==> src/rtl/cgra_clock_gate_ctrl.sv <==
// Enable controller for the CGRA clock-gate cell: request/ack wake sequence plus idle hold-off.
// Optional gated-cycle statistics counter is built only when CGRA_CLKGATE_STATS_EN is defined.
module cgra_clock_gate_ctrl #(
    parameter int IDLE_CYCLES = 16,
    parameter int WAKE_CYCLES = 2,
    parameter int CNT_W       = 32
) (
    input  logic             clk_i,
    input  logic             rst_i,
    input  logic             req_i,
    input  logic             busy_i,
    input  logic             force_i,
    output logic             en_o,
    output logic             ack_o,
    output logic [1:0]       state_o,
    output logic [CNT_W-1:0] gated_cnt_o
);

    typedef enum logic [1:0] {
        ST_OFF  = 2'd0,
        ST_WAKE = 2'd1,
        ST_ON   = 2'd2,
        ST_HOLD = 2'd3
    } state_t;

    localparam logic [7:0] WAKE_LOAD = 8'(WAKE_CYCLES - 1);
    localparam logic [7:0] IDLE_LOAD = 8'(IDLE_CYCLES - 1);

    state_t     r_state;
    state_t     w_state_nxt;
    logic [7:0] r_cnt;
    logic [7:0] w_cnt_nxt;
    logic       r_en;
    logic       r_ack;
    logic       w_en_nxt;
    logic       w_ack_nxt;
    logic       w_act;

    assign w_act = req_i | busy_i | force_i;

    always_ff @(posedge clk_i or posedge rst_i) begin
        if (rst_i) begin
            r_state <= ST_OFF;
            r_cnt   <= 8'd0;
            r_en    <= 1'b0;
            r_ack   <= 1'b0;
        end else begin
            r_state <= w_state_nxt;
            r_cnt   <= w_cnt_nxt;
            r_en    <= w_en_nxt;
            r_ack   <= w_ack_nxt;
        end
    end

    // The counter is shared: it times the wake settle in WAKE and the idle window in HOLD.
    always_comb begin
        w_state_nxt = r_state;
        w_cnt_nxt   = r_cnt;
        case (r_state)
            ST_OFF: begin
                if (req_i || force_i) begin
                    if (WAKE_CYCLES == 0) begin
                        w_state_nxt = ST_ON;
                    end else begin
                        w_state_nxt = ST_WAKE;
                        w_cnt_nxt   = WAKE_LOAD;
                    end
                end
            end
            ST_WAKE: begin
                if (r_cnt == 8'd0) begin
                    w_state_nxt = ST_ON;
                end else begin
                    w_cnt_nxt = r_cnt - 8'd1;
                end
            end
            ST_ON: begin
                if (!w_act) begin
                    if (IDLE_CYCLES == 0) begin
                        w_state_nxt = ST_OFF;
                    end else begin
                        w_state_nxt = ST_HOLD;
                        w_cnt_nxt   = IDLE_LOAD;
                    end
                end
            end
            ST_HOLD: begin
                // Activity wins over an expiring idle window; the clock never stopped.
                if (w_act) begin
                    w_state_nxt = ST_ON;
                end else if (r_cnt == 8'd0) begin
                    w_state_nxt = ST_OFF;
                end else begin
                    w_cnt_nxt = r_cnt - 8'd1;
                end
            end
            default: begin
                w_state_nxt = ST_OFF;
            end
        endcase
    end

    assign w_en_nxt  = (w_state_nxt != ST_OFF);
    assign w_ack_nxt = (w_state_nxt == ST_ON);

    assign en_o    = r_en;
    assign ack_o   = r_ack;
    assign state_o = r_state;

`ifdef CGRA_CLKGATE_STATS_EN
    logic [CNT_W-1:0] r_gated_cnt;

    always_ff @(posedge clk_i or posedge rst_i) begin
        if (rst_i) begin
            r_gated_cnt <= '0;
        end else if (!r_en && (r_gated_cnt != {CNT_W{1'b1}})) begin
            r_gated_cnt <= r_gated_cnt + CNT_W'(1);
        end
    end

    assign gated_cnt_o = r_gated_cnt;
`else
    assign gated_cnt_o = '0;
`endif

endmodule

==> config.mk <==
export PLATFORM = sky130hd
export DESIGN_NAME = cgra_clock_gate_ctrl
export DESIGN_NICKNAME = d
export VERILOG_FILES = /design/src/rtl/cgra_clock_gate_ctrl.sv
export SDC_FILE = /design/constraint.sdc
export NUM_CORES = 1
export LEC_CHECK = 0
export BUFFER_PORTS_ARGS = -buffer_cell sky130_fd_sc_hd__buf_2
export CAP_MARGIN = 10
export CORE_MARGIN = 1.5
export CORE_UTILIZATION = 49
export DETAILED_ROUTE_END_ITERATION = 10
export PLACE_DENSITY = 0.91
export SYNTH_ARGS = -nofsm -noshare
export SYNTH_HDL_FRONTEND = slang
export SYNTH_SLANG_ARGS = --single-unit
export TNS_END_PERCENT = 50
==> constraint.sdc <==
create_clock -name clk_i -period 2.9 [get_ports clk_i]
set_input_delay 0 -clock clk_i [delete_from_list [all_inputs] [get_ports clk_i]]
set_output_delay 0 -clock clk_i [all_outputs]
set_load 0.01 [all_outputs]
==> results.toml, run 1 <==
[synth]
synthMuxAreaShare_pct = 0
synth_xor_area_share_pct = 0
synth_cells = 101
syn_avg_cell_area_sq_um = 9.07
synth_top_family_by_area = "buffers and inverters"
synth_cell_type_count = 32
yosysWarnings = 0
synth_compound_area_share_pct = 20.8
synth-edff-count = 0
synthAdderAreaFrac_pct = 2.73
synth_seq_cells = 12
synth_largest_area_cell = "dfrtp_1"
synth-simple-area-share_pct = 14.6
async_flop_share_pct = 100
netlist_area_sq_um = 916
synth_top_area_share_pct = 32.8
synth_top_flop_cell = "dfrtp_1"
synth_area_leaders = "dfrtp_1 (33%), buf_4 (26%), a22o_1 (3.8%)"
ys_seq_area_share_pct = 32.8

[global_routing]
grt_use_met1_pct = 18.3
grtUsageTotal_pct = 15.3
grt.busiest_layer = "met2"
grt_pass1_vias = 547
grt_max_degree = 14
antenna_found_initial = 0
global_route.usage.met3_pct = 3.92
overflow = 0
grt_pass1_wl_mm = 2.29
met2_usage_pct = 24.7

[routing]
vias = 643
first_pass_iters = 4
drt_iter0_markers = 4
wirelength_mm = 1.56
drc = 0
detail-route-antenna-nets = 0
routedWlPerCell_um = 11.4
viasPerCell = 4.69

[worst_setup_path]
r2r-end = "r_cnt[5]$_DFFE_PP0P_"
cp-start-kind = "flip-flop"
timing.rr.start = "r_cnt[0]$_DFFE_PP0P_"
critPathCaptureType = "flip-flop"
cp_slowest_cell = "or4b_1"
crit_required_ns = 3.08
slowest_delay_ns = 0.49
crit_chain = "inv_1 -> ha_1 -> or4b_1 -> o211ai_2 -> o41ai_1 -> a21o_1"
cp.arrival_ns = 1.96
reg2reg_depth = 6
path_max_fanout = 5
path_class = "flip-flop to flip-flop"
rrSetupSlack_ns = 1.12

[timing]
finalMaxSlewViolations = 0
tns_ns = 0
max_freq_mhz = 561
min_period_over_period_pct = 61.5
skew_ns = 0.00506
period_needed_ns = 1.78
whs_ns = 0.0210
setup-violations-final = 0
grt_setup_unrepaired = "false"
hold_viol = 0

[power]
switching_share_pct = 34.4
leakagePower_nw = 0.448
p_sw_uw = 161
power_frac_comb_pct = 22.3
p_per_area_mw_per_mm2 = 516
vdd.ir_drop.worst_uv = 201
power_frac_clock_pct = 29.0
seq_power_share_pct = 48.7
cell_internal_pwr_uw = 307

[layout]
fillers = 172
layout.nets = 120
n_antenna_cell = 0
synthToLayoutAreaGrowth_pct = -1.09
layout-drive-gt1-share_pct = 16.1

[status]
run_status = "complete, no violations"

[floorplanning]
fp-row-count = 15
die_x_um = 46.2
die_area_sq_mm = 0.00214
start_util_pct = 52.5
core_sq_mm = 0.00175
die_y_um = 46.2
io_pins = 41

[hold_path]
hp-class = "primary input to flip-flop"
min_path_cells = 3
worstHoldStart = "force_i"
min_to = "en_o$_DFF_PP0_"

[run]
cap_viol_max_count = 0

[clock_network]
cts.sinks = 12
htree_levels = 1
tritoncts = "built"
cts.clk_slew.worst_paths_ns = 0.08
clockRootBuffer = "clkbuf_4"
insertion_delay_ns = 0.28
numCtsBuffers = 3
clockBufferDepth = 2

[placed_design]
gp_congestion = 0.783
dp_hpwl_mm = 1.15
port_buffers = 8
==> power by group through the flow <==
stage | combinational (mW) | clock, mW | sequential, mW
detailed placement | 0.102 | 0 | 0.229
global route | 0.118 | 0.143 | 0.232
floorplan | 0.115 | 0 | 0.220
finish | 0.104 | 0.136 | 0.228
CTS | 0.103 | 0.139 | 0.227
global placement | 0.0981 | 0 | 0.227
==> through the flow <==
| step | std cells | setup WS [ns] | power [mW] | util, % | instance area, sq um |
|---|---|---|---|---|---|
| floorplan | 132 | 1.27 | 0.336 | - | 1030 |
| global placement | 132 | 1.23 | 0.325 | 49.2 | 860 |
| detailed placement | 132 | 1.14 | 0.331 | 49.2 | 860 |
| CTS | 137 | 1.12 | 0.469 | 51.9 | 906 |
| global route | 137 | 1.00 | 0.494 | 51.9 | 906 |
| finish | 137 | 1.12 | 0.468 | 51.9 | 906 |
==> placed cells by master (no fill, tap or decap), types with 2 or more instances in the layout <==
master,n
o21ai_0,5
clkbuf_4,3
buf_2,8
o211ai_1,2
dfrtp_1,12
conb_1,32
ha_1,2
nor2_1,4
inv_1,5
a31oi_1,3
nand2_1,6
nor3_1,5
a22o_1,4
==> flip-flops by register name, summed over array words and instances, names as in the netlist <==
name     flops
r_cnt        8
ack_o        1
state_o      2
en_o         1
==> worst max-delay path by stage <==
stage / from / end / slack (ns) / cells past startpoint
after floorplan: r_cnt[0]$_DFFE_PP0P_ / r_cnt[5]$_DFFE_PP0P_ / 1.27 / 6
after global placement: r_cnt[0]$_DFFE_PP0P_ / r_cnt[5]$_DFFE_PP0P_ / 1.23 / 6
after detailed placement: r_cnt[0]$_DFFE_PP0P_ / r_cnt[5]$_DFFE_PP0P_ / 1.14 / 6
after CTS: r_cnt[0]$_DFFE_PP0P_ / r_cnt[5]$_DFFE_PP0P_ / 1.12 / 6
after global routing: r_cnt[0]$_DFFE_PP0P_ / r_cnt[5]$_DFFE_PP0P_ / 1.00 / 6
final: r_cnt[0]$_DFFE_PP0P_ / r_cnt[5]$_DFFE_PP0P_ / 1.12 / 6
==> cells in the mapped netlist, drive strengths merged (2+ instances only) <==
cell type / count
nand2: 6
ha: 2
o21ai: 6
buf: 32
a21oi: 2
a22o: 4
dfrtp: 12
inv: 5
nor2: 4
a31oi: 3
nor3: 5
o211ai: 3
==> worst max-delay path: cells and delay by family (launching register included) <==
| family | cells | cell delay [ns] |
|---|---|---|
| buffers and inverters | 1 | 0.10 |
| AOI/OAI and AO/OA | 3 | 0.49 |
| adders and majority gates | 1 | 0.18 |
| and+or+nand+nor | 1 | 0.49 |
| DFF | 1 | 0.43 |
==> cell type report <==
type	instances	area, sq um	share of cell area [%]
multi-input cells	82	469	51.8
flip-flops and latches	12	300	33.1
repair buffers	9	50.0	5.52
clock buffers	4	36.3	4.01
well taps	25	31.3	3.45
inverters	5	18.8	2.07
==> repair_timing <==
item	4_1_cts	5_1_grt
endpoints found under the hold margin	12	0
hold buffers	1	0
resized for setup	0	0
setup buffers	0	0
==> metal layers <==
metal,up-vias,part of all wire (%)
li1,316,-
met1,296,44
met2,28,48
met3,3,5.9
met4,0,1.7
met5,-,0
==> cell families (layout without fill, tap and decap cells) <==
kind of cell / Yosys count / in the layout
compound gates: 24 / 24
simple gates: 24 / 24
other cells: 1 / 32
buf+inv: 38 / 18
flops: 12 / 12
fa+ha+maj: 2 / 2
Note: power is estimated with default switching activity, not from simulation.
==> run 2, diff against run 1 <==
ABC_AREA = 1   (was default)
CORE_UTILIZATION = 43   (was 49)
PLACE_DENSITY = 0.83   (was 0.91)
clock period = 1.6 ns   (was 2.9 ns; I/O delays follow)
==> run 2 against run 1 <==
Net effect:
- worst hold slack improved by 0.059 ns
- synthesized cell count increased by 31%
- clock-buffer cell count unchanged
- clock power increased by 87%
- power increased to 2.8 times the previous value
- fmax increased by 26%
- routed wire length increased by 0.83%
- flip-flop and latch count unchanged
- synthesized area increased by 12%
- largest cell class unchanged
- largest power group is now combinational cells
==> results.toml, run 2 <==
[clock_network]
htree_levels = 1
numCtsBuffers = 3
clockRootBuffer = "clkbuf_4"
post_cts_buffers = 0
tritoncts = "built"
cts.clk_slew.worst_paths_ns = 0.09
cts.sinks = 12
clockBufferDepth = 2
insertion_delay_ns = 0.29
holdBufCountCts = 1
ctsResizeCount = 0

[synth]
ys_seq_area_share_pct = 29.2
synth_most_common_cell = "buf_4"
synth_top_flop_cell = "dfrtp_1"
synth-edff-count = 0
yosysWarnings = 0
synth_cells = 132
netlist_area_sq_mm = 0.00103
yosys-top-cells-count = "buf_4 (33), nand2_1 (25), inv_1 (14)"
synth_largest_area_cell = "dfrtp_1"
synth_area_leaders = "dfrtp_1 (29%), buf_4 (24%), nand2_1 (9.1%)"
synth_cell_type_count = 23
async_flop_share_pct = 100
synth_seq_cells = 12
syn_avg_cell_area_sq_um = 7.78
synth_top_area_share_pct = 29.2

[floorplanning]
io_pins = 41
fp-row-count = 17
core_sq_mm = 0.00223
start_util_pct = 46.0
die_y_um = 51.9
die_x_um = 51.9
die_area_sq_mm = 0.00269

[timing]
finalMaxSlewViolations = 0
setup-violations-final = 0
skew_ns = 0.00852
max_freq_mhz = 707
period_needed_ns = 1.41
tns_ns = 0
hold_viol = 0
min_period_over_period_pct = 88.4
grt_setup_unrepaired = "false"

[global_routing]
grt_use_met1_pct = 15.8
global_route.usage.met3_pct = 5.17
grt_pass1_vias = 597
grt.busiest_layer = "met2"
overflow = 0
grtUsageTotal_pct = 13.5
met2_usage_pct = 22.2
grt_pass1_wl_mm = 2.62
antenna_found_initial = 0
grt_max_degree = 17

[layout]
largest_register_ffs = 8
stdcell_area_sq_mm = 0.00101
regMostFlops = "r_cnt"
synthToLayoutAreaGrowth_pct = -1.46
fillers = 230
utilization_pct = 45.3
layout-drive-gt1-share_pct = 20.1
final_cell_mix = "conb_1 (32), nand2_1 (25), inv_1 (14), nor2_1 (13), dfrtp_1 (12)"
layout.nets = 152
n_antenna_cell = 0
final_common_cell = "conb_1"

[placed_design]
gp_congestion = 0.788
dp_hpwl_mm = 1.21
place_area_sq_um = 966
port_buffers = 8

[worst_setup_path]
timing.rr.start = "r_cnt[1]$_DFFE_PP0P_"
critical_path.top_delay_family = "simple AND/OR/NAND/NOR gates"
crit_chain = "inv_1 -> ha_1 -> nand2_1 -> inv_1 -> nand4_4 -> nand3_4 -> inv_1 -> nand2_1 -> nand2_1"
startpoint = "r_cnt[1]$_DFFE_PP0P_"
path_max_fanout = 16
path_class = "flip-flop to flip-flop"
cp_slowest_cell = "dfrtp_1"
cp.arrival_ns = 1.59
crit_required_ns = 1.78
cp-start-kind = "flip-flop"
slowest_delay_ns = 0.40
rrSetupSlack_ns = 0.19
critPathCaptureType = "flip-flop"
crit_buf_inv = 3

[routing]
routedWlPerCell_um = 9.13
wirelength_mm = 1.57
viasPerCell = 4.23
first_pass_iters = 5
drc = 0
drt_iter0_markers = 10
vias = 727
detail-route-antenna-nets = 0

[status]
run_status = "complete, no violations"

[power]
total_power_mw = 1.31
vdd.ir_drop.worst_uv = 538
p_per_area_mw_per_mm2 = 1290
leakagePower_nw = 0.540

[hold_path]
hp-class = "primary input to flip-flop"
worstHoldStart = "force_i"

[run]
cap_viol_max_count = 0
## run 2: area by class of cell
cell class / instances / area, sq um / share of cell area, %
clock buffers: 4 / 36.3 / 3.58
repair buffers: 11 / 65.1 / 6.43
multi-input cells: 103 / 523 / 51.7
inverters: 14 / 52.6 / 5.19
flip-flops and latches: 12 / 300 / 29.7
well taps: 28 / 35.0 / 3.46
## run 2: worst paths after layout
path,endpoint,cells after the start
hold reg to reg,r_cnt[1]$_DFFE_PP0P_,2
setup reg to reg,r_cnt[4]$_DFFE_PP0P_,9
max in group asynchronous,state_o[1]$_DFF_PP0_,3
min in group asynchronous,r_cnt[1]$_DFFE_PP0P_,3
setup / recovery,r_cnt[4]$_DFFE_PP0P_,9
hold / removal,en_o$_DFF_PP0_,5
## run 2: worst min-delay path, cell delays in order
cell      delay, ns
buf_2          0.07
nor2_1         0.05
nand3_1        0.07
nand2b_1       0.07
nand3_1        0.06
## run 2: kinds of logic after synthesis
group | share of synthesized area, %
xor gates and xnor gates | 0.853
other | 0.365
buffers and inverters | 31.2
DFF | 29.2
AOI/OAI and AO/OA | 6.58
adders and majority gates | 2.44
and+or+nand+nor | 29.4
## run 2: where the power goes
part	internal, mW	switching [mW]	total, mW
clock	0.139	0.115	0.254
combinational	0.200	0.367	0.567
sequential	0.388	0.0978	0.486
## run 2: metrics by stage
stage	hold WS (ns)	worst slack (ns)	std cells
final	0.0795	0.186	172
after global routing	0.118	0.0451	172
after CTS	0.0677	0.183	172
after detailed placement	0.0463	0.202	167
after global placement	0.0430	0.261	167
after floorplan	-0.135	0.252	163
## run 2: routing by layer
metal	up-vias	wire [um]
met5	-	0
met3	2	100
met2	24	773
met4	0	12
li1	365	-
met1	336	683
==> run 3, diff against run 2 <==
REMOVE_ABC_BUFFERS = 1   (was default)
==> run 3 against run 2 <==
Net effect:
- sequential share of layout area grew 0.41 points
- flip-flop and latch count is the same
- routed wire length shrank 4.8%
- fmax shrank 1.8%
- die area is the same
- highest routed layer unchanged
==> results.toml, run 3 (synthesis gave the netlist of run 2 again) <==
[status]
run_status = "complete, no violations"

[floorplanning]
die_area_sq_mm = 0.00269
die_y_um = 51.9
io_pins = 41
die_x_um = 51.9
start_util_pct = 46.0
fp-row-count = 17
core_sq_mm = 0.00223

[clock_network]
insertion_delay_ns = 0.27
clockBufferDepth = 2
tritoncts = "built"
cts.sinks = 12
numCtsBuffers = 3
cts.clk_slew.worst_paths_ns = 0.07
post_cts_buffers = 0
clockRootBuffer = "clkbuf_4"
ctsResizeCount = 0
htree_levels = 1

[global_routing]
overflow = 0
grt_pass1_wl_mm = 2.46
grt_max_degree = 17
grtUsageTotal_pct = 12.3
grt_pass1_vias = 611
antenna_found_initial = 0

[layout]
n_antenna_cell = 0
largest_register_ffs = 8
stdcell_area_sq_um = 998
regMostFlops = "r_cnt"
layout-drive-gt1-share_pct = 19.6
layout.nets = 152
utilization_pct = 44.7
final_cell_mix = "conb_1 (32), nand2_1 (25), inv_1 (14), nor2_1 (13), dfrtp_1 (12)"
final_common_cell = "conb_1"
synthToLayoutAreaGrowth_pct = -2.80
fillers = 233
multi_input_area_sq_um = 523
seq_area_sq_um = 300

[placed_design]
port_buffers = 8
place_area_sq_um = 966
gp_congestion = 0.899
dp_hpwl_mm = 1.19
dpl_worst_slack_ns = 0.171

[worst_setup_path]
crit_buf_inv = 3
cp-start-kind = "flip-flop"
crit_cells = 9
cp.arrival_ns = 1.60
cp_slowest_cell = "dfrtp_1"
path_class = "flip-flop to flip-flop"
path_max_fanout = 16
critical_path.top_delay_family = "simple AND/OR/NAND/NOR gates"
crit_chain = "inv_1 -> ha_1 -> nand2_1 -> inv_1 -> nand4_4 -> nand3_4 -> inv_1 -> nand2_1 -> nand2_1"
crit_required_ns = 1.76
critPathCaptureType = "flip-flop"
reg2reg_depth = 9
slowest_delay_ns = 0.40

[power]
power_frac_clock_pct = 14.8
p_per_area_mw_per_mm2 = 1240
cell_internal_pwr_uw = 676
seq_power_share_pct = 39.9
p_sw_uw = 561
switching_share_pct = 45.4
leakagePower_nw = 0.533
total_power_mw = 1.24
vdd.ir_drop.worst_uv = 750
power_frac_comb_pct = 45.3

[timing]
hold_viol = 0
min_period_over_period_pct = 90.0
setup-violations-final = 0
max_freq_mhz = 694
period_needed_ns = 1.44
finalMaxSlewViolations = 0
fin_ws_ns = 0.160
grt_setup_unrepaired = "false"
skew_ns = 0.00527
tns_ns = 0

[hold_path]
min_path_cells = 5
hp-class = "primary input to flip-flop"

[routing]
wirelength_mm = 1.50
routedWlPerCell_um = 8.75
drt_iter0_markers = 14
first_pass_iters = 4
vias = 711
detail-route-antenna-nets = 0
drc = 0
viasPerCell = 4.16

[run]
cap_viol_max_count = 0
[run 3: cell types whose count changed in the layout (fill, tap and decap cells not counted)]
cell | before | now
clkbuf_8 | 1 | 0
[run 3: path summary, 6_finish.rpt]
check	startpoint	endpoint	slack, ns
min in group asynchronous	rst_i	r_cnt[2]$_DFFE_PP0P_	0.26
setup reg to reg	r_cnt[1]$_DFFE_PP0P_	r_cnt[4]$_DFFE_PP0P_	0.16
hold / removal	busy_i	en_o$_DFF_PP0_	0.10
hold reg to reg	r_cnt[1]$_DFFE_PP0P_	r_cnt[1]$_DFFE_PP0P_	0.53
setup / recovery	r_cnt[1]$_DFFE_PP0P_	r_cnt[4]$_DFFE_PP0P_	0.16
max in group asynchronous	rst_i	r_cnt[5]$_DFFE_PP0P_	1.02
[run 3: cell type report]
class                           instances  area share, %
Sequential cell                        12           30.1
Clock buffer                            3           2.26
Inverter                               14           5.26
Timing Repair Buffer                   11           6.52
Tap cell                               28           3.51
Multi-Input combinational cell        103           52.4
[run 3: metal layers]
metal / vias to the layer above / track usage, % / part of all wire (%)
li1: 370 / - / -
met1: 317 / 15.0 / 46
met2: 21 / 20.9 / 48
met3: 3 / 2.59 / 4.8
met4: 0 / 5.26 / 1.6
met5: - / 0 / 0
[run 3: per-stage QoR]
stage               instances  hold slack, ns
floorplan                 129          -0.135
global placement          167          0.0266
CTS                       171          0.0950
global route              171           0.146
finish                    171           0.100
detailed placement        167          0.0348
[run 3: worst reg2reg max path: stages, from the launching register on]
cell,delay (ns)
dfrtp_1,0.40
inv_1,0.11
ha_1,0.16
nand2_1,0.06
inv_1,0.10
nand4_4,0.10
nand3_4,0.21
inv_1,0.09
nand2_1,0.06
nand2_1,0.04
[run 3: power by group through the flow]
stage,Combinational (mW),Sequential [mW],Clock (mW)
3_3_place_gp,0.550,0.492,0
2_1_floorplan,0.406,0.496,0
3_5_place_dp,0.561,0.497,0
4_1_cts,0.566,0.491,0.187
6_report,0.561,0.493,0.183
5_1_grt,0.642,0.505,0.197
[run 3: repair_timing]
action,in CTS,in global routing
hold buffers,1,0
endpoints found under the setup margin,0,0
endpoints found under the hold margin,12,0
